`config.mk`:
```
export PLATFORM = sky130hd
export DESIGN_NAME = fifo_stream_reader
export DESIGN_NICKNAME = d
export VERILOG_FILES = /design/src/rtl/fifo_stream_reader.sv
export SDC_FILE = /design/constraint.sdc
export NUM_CORES = 1
export LEC_CHECK = 0
export CORE_MARGIN = 5
export CORE_UTILIZATION = 51
export DETAILED_ROUTE_END_ITERATION = 7
export MAX_ROUTING_LAYER = met4
export PLACE_DENSITY = 0.86
export SLEW_MARGIN = 25
export SYNTH_ARGS = -nofsm -noshare
export SYNTH_HDL_FRONTEND = slang
export SYNTH_SLANG_ARGS = --single-unit
export TNS_END_PERCENT = 30
```
`constraint.sdc`:
```
create_clock -name clk -period 2.3 [get_ports clk]
set_clock_uncertainty 0.2 [all_clocks]
set_input_delay 0.46 -clock clk [delete_from_list [all_inputs] [get_ports clk]]
set_output_delay 0.46 -clock clk [all_outputs]
set_load 0.005 [all_outputs]
```
`src/rtl/fifo_stream_reader.sv`:
```
// Drains a 1-cycle-read-latency sync FIFO into a valid/ready stream with packet framing (m_last).
// Latency: FIFO non-empty -> m_valid two cycles later; sustains 1 word/clk when BUF_DEPTH >= 3.
// Backpressure: m_ready low fills the output buffer, then fifo_rd_en stops; fifo_rd_en never depends on m_ready.
module fifo_stream_reader #(
    parameter int DATA_WIDTH = 8,
    parameter int BUF_DEPTH  = 3,
    parameter int PKT_LEN    = 4
) (
    input  logic                  clk,
    input  logic                  rst,
    input  logic                  fifo_empty,
    output logic                  fifo_rd_en,
    input  logic [DATA_WIDTH-1:0] fifo_rdata,
    output logic                  m_valid,
    input  logic                  m_ready,
    output logic [DATA_WIDTH-1:0] m_data,
    output logic                  m_last,
    output logic                  busy
);
    localparam int OCC_W  = $clog2(BUF_DEPTH + 1);
    localparam int PTR_W  = (BUF_DEPTH > 1) ? $clog2(BUF_DEPTH) : 1;
    localparam int BEAT_W = (PKT_LEN > 1) ? $clog2(PKT_LEN) : 1;
    localparam logic [PTR_W-1:0]  PTR_LAST  = PTR_W'(BUF_DEPTH - 1);
    localparam logic [BEAT_W-1:0] BEAT_LAST = BEAT_W'(PKT_LEN - 1);

    logic [OCC_W-1:0]      occ_q, occ_d;
    logic                  inflight_q;
    logic [PTR_W-1:0]      head_q, head_d;
    logic [PTR_W-1:0]      tail_q, tail_d;
    logic [BEAT_W-1:0]     beat_q, beat_d;
    logic [DATA_WIDTH-1:0] buf_q [BUF_DEPTH];
    logic                  capture;
    logic                  pop;

    // Outputs and read issue: only registered state and fifo_empty, so m_ready never reaches fifo_rd_en.
    // Room is reserved for the word already in flight; reset blocks any pop.
    always_comb begin
        capture    = inflight_q;
        m_valid    = (occ_q != '0);
        pop        = m_valid && m_ready;
        fifo_rd_en = rst && !fifo_empty && ((int'(occ_q) + int'(inflight_q)) < BUF_DEPTH);
        m_data     = m_valid ? buf_q[head_q] : '0;
        m_last     = m_valid && (beat_q == BEAT_LAST);
        busy       = m_valid || inflight_q;
    end

    // Next-state: occupancy, circular pointers and beat counter.
    always_comb begin
        occ_d  = occ_q;
        head_d = head_q;
        tail_d = tail_q;
        beat_d = beat_q;
        if (capture && !pop) begin
            occ_d = occ_q + OCC_W'(1);
        end else if (pop && !capture) begin
            occ_d = occ_q - OCC_W'(1);
        end
        if (capture) begin
            tail_d = (tail_q == PTR_LAST) ? '0 : tail_q + PTR_W'(1);
        end
        if (pop) begin
            head_d = (head_q == PTR_LAST) ? '0 : head_q + PTR_W'(1);
            beat_d = (beat_q == BEAT_LAST) ? '0 : beat_q + BEAT_W'(1);
        end
    end

    // Control state; reset discards buffered and in-flight words and restarts framing.
    always_ff @(posedge clk or negedge rst) begin
        if (!rst) begin
            occ_q      <= '0;
            inflight_q <= 1'b0;
            head_q     <= '0;
            tail_q     <= '0;
            beat_q     <= '0;
        end else begin
            occ_q      <= occ_d;
            inflight_q <= fifo_rd_en;
            head_q     <= head_d;
            tail_q     <= tail_d;
            beat_q     <= beat_d;
        end
    end

    // Data storage needs no reset: m_data is masked while the buffer is empty.
    always_ff @(posedge clk) begin
        if (capture) begin
            buf_q[tail_q] <= fifo_rdata;
        end
    end
endmodule
```
==> results by stage <==
Status:
- The flow ran to the end, and the final reports show no timing, DRC or antenna violations.

Finish:
- From synthesis to final layout, the design area changed by 30.1%.
- The count of nets after finishing is 147.
- Leaving out fill and tap cells, the most frequent cells in the layout are edfxtp_1, clkdlybuf4s50_1, nor2_1.
- The number of diodes added for antenna fixing is 0.
- Leaving out fill and tap cells, the most frequent cell in the layout is edfxtp_1.
- The layout cell share with drive strength beyond 1 is 0.326.
- The fill cell instance count of the final layout is 179.
- The finished layout holds 163 standard cells, fillers aside.
- After routing the design area is 1860 sq um.

Drt:
- Using the TritonRoute via totals, the vias-per-cell ratio works out to 5.28.
- The count of routing violations after the opening detailed-route iteration is 20.
- For this run, design rule violations remaining after detail routing come to 0.
- The routed design has 2510 microns of wire.
- The first-pass iteration count of the detailed router is 4.
- The count of nets left with antenna violations after detail routing is 0.
- The count of vias placed by the detailed router is 860.
- The post-detailed-route wirelength per cell is 15.4 microns.

GRT:
- For this run the aggregate overflow at the end of global routing stands at 0.
- The number of global-route vias before repair is 884.
- The combined global-route utilization of all metal layers is 0.149.
- The first global-routing pass estimated 4280 microns of wire.
- The initial antenna violation count was 0.
- The maximum number of pins on one net before global-route repair is 12.

Clocking:
- Buffers inserted during clock tree synthesis total 5.
- The clock-pin slew of the registers on the worst-case setup and hold paths is 100 ps.
- The maximum level of the CTS H-tree is 2.
- The clock root buffer master is clkbuf_4.
- The CTS tree is built.
- Clock latency on the worst-skew pair, taken at its later pin, is 330 ps.
- The clock drives 33 sinks.
- The clock passes through at most 2 buffers.

Yosys:
- The share of synthesized area in the top cell type comes to 0.503.
- The cell area after synthesis is 1430 sq um.
- The synthesized instance count is 90.
- During synthesis, Yosys emitted a total of 0 warnings.
- The proportion of synthesized flip-flops having asynchronous set or reset is 0.273.
- The leading register cell type out of synthesis is edfxtp_1.
- Yosys attributes the largest share of cell area to edfxtp_1, dfrtp_1, mux2_4.
- Synthesis produced a netlist with a net count of 106.
- The part of the Yosys area used for sequential elements is 0.661.
- The synthesized flop and latch total is 33.
- The number of flops mapped to enable cells by yosys is 24.
- In this run the mean area of a mapped cell was 15.9 sq um.
- The cell type with the highest aggregate area in the netlist is edfxtp_1.
- Counting distinct cell types in the post-synthesis netlist gives 23.

Placed design:
- The number of buffer cells added on primary ports is 23.
- Once placement finished, the instance area stood at 1740 sq um.
- Including well taps, the total number of placed cells is 150.
- The congestion estimate from routability-driven global placement came to 0.653.
- The HPWL after detailed placement is 1830 microns.

Power:
- For this design the ratio of total power to cell area is 1150 nW/um^2.
- The reported leakage power is 0.782 nW.
- Across the VDD grid, the largest voltage drop is 0.903 mV.

Critical path:
- The worst setup path is captured at a primary output.
- In this run the worst path has a maximum fanout of 2.
- For this run, the slowest stage of the critical path takes 400 ps.
- The startpoint type of the worst setup path is a flop.
- The first element of the critical path is occ_q[0]$_DFFE_PN0P_.
- For the worst setup path, the data required time is 1640 ps.
- The category of the most critical setup path is reg -> out.
- The slowest stage cell on the critical path is dfrtp_1.
- The worst register-to-register path ends at occ_q[1]$_DFFE_PN0P_.
- The launching point of the worst reg2reg path is occ_q[0]$_DFFE_PN0P_.
- Measured in cells, the most critical reg-to-reg path has a length of 6.
- The critical path goes through ha_2 -> ha_4 -> a2111oi_4 -> buf_2.
- The most critical setup path has its endpoint at fifo_rd_en.
- The reg2reg setup slack is 590 ps.
- The signal arrival time at the worst endpoint is 1610 ps.

Floorplanning:
- The die footprint is 3970 sq um.
- The number of placed I/O pins is 24.
- The region available for standard cell placement spans 2730 sq um.
- The initial utilization of the core area, before any placement, comes to 0.524.
- The number of cell rows is 19.
- The width of the die is 63.0 microns.
- The die height is 63.0 microns.

Flow run:
- The count of max-cap constraint violations is 0.

STA:
- The pin slew with the least headroom to its limit is 294 ps.
- Setup repair after global routing could not meet its margin everywhere.
- The worst path needs 2270 ps of the cycle, external delays included.
- The final number of hold-violating endpoints is 0.
- The share of the clock period used by the worst path is 0.988.
- The timing-limited maximum frequency is 0.440 GHz.
- The worst pin sits at a relative slew slack of 0.804.
- The max-slew violation count is 0.
- The total setup violations reported at the end of the flow is 0.

Min path:
- The type of the most critical hold path is in -> async.
-- registers in the layout (all words and copies together), names as in the netlist --
register and count:
beat_q 2, buf_q 24, occ_q 2, tail_q 2, head_q 2, capture 1
-- power breakdown --
part           switching, mW  internal, mW  total [mW]  leakage, nW
Sequential            0.0988         0.768       0.867        0.328
Clock                  0.183         0.116       0.299       0.0320
Combinational          0.401         0.576       0.977        0.422
Total                  0.683          1.46        2.14        0.782
-- routing by layer --
metal / wire, microns / vias to the layer above / global-route usage
li1: - / 413 / -
met1: 949 / 430 / 0.155
met2: 1430 / 12 / 0.250
met3: 58 / 5 / 0.0450
met4: 69 / 0 / 0.0796
met5: 0 / - / -
-- worst min-delay path by stage --
stage                             to                  start  cells past startpoint  slack, ps
6_report       tail_q[0]$_DFFE_PN0P_                    rst                      2        240
5_1_grt         occ_q[1]$_DFFE_PN0P_                    rst                      2        250
4_1_cts         occ_q[0]$_DFFE_PN0P_                    rst                      2        230
3_5_place_dp   beat_q[0]$_DFFE_PN0P_  beat_q[0]$_DFFE_PN0P_                      1        310
3_3_place_gp   beat_q[0]$_DFFE_PN0P_  beat_q[0]$_DFFE_PN0P_                      1        290
2_1_floorplan  beat_q[0]$_DFFE_PN0P_                    rst                      0        -40
-- per-stage QoR --
stage	util	setup slack (ps)	power [mW]	hold slack (ps)	setup TNS [ps]
after floorplan	-	249	1.38	-35.6	0
after global placement	0.636	-368	1.73	291	-368
after detailed placement	0.636	-466	1.78	309	-466
after CTS	0.677	-171	2.15	232	-314
after global routing	0.681	-58.0	2.29	252	-150
final	0.681	27.4	2.14	236	0
-- worst max-delay path, delay by kind of cell (launching register included) --
family	cells	cell delay (ps)
compound gates	1	290
flops	1	400
fa+ha+maj	2	430
buf+inv	1	170
-- synthesized netlist by cell type (2+ instances only) --
| library cell | count |
|---|---|
| nand2_1 | 3 |
| nor3_1 | 3 |
| ha_1 | 4 |
| xor2_1 | 2 |
| nor2_1 | 10 |
| mux2_4 | 8 |
| buf_6 | 2 |
| inv_1 | 3 |
| mux2i_1 | 8 |
| dfrtp_1 | 9 |
| edfxtp_1 | 24 |
| a21o_1 | 3 |
-- cells by family after synthesis --
group	share of synthesized area
and+or+nand+nor	0.0664
DFF	0.661
adders and majority gates	0.0350
buffers and inverters	0.0288
muxes	0.148
xor gates and xnor gates	0.0184
AOI/OAI and AO/OA	0.0428
-- timing repair --
action / CTS / global route
hold buffers: 0 / 0
hold endpoints to repair: 0 / 0
setup endpoints to repair: 12 / 11
gates resized for setup: 22 / 16
setup buffers: 3 / 2
pin swaps: 2 / 2
-- area by class of cell --
cell class	count	area (sq um)	area share
clock inverter	2	10.0	0.00538
inverter	3	11.3	0.00605
tap	31	38.8	0.0208
sequential	33	947	0.509
multi-input combinational	51	478	0.257
timing repair buffer	37	335	0.180
clock buffer	6	41.3	0.0222
(Power assumes the default switching activity.)
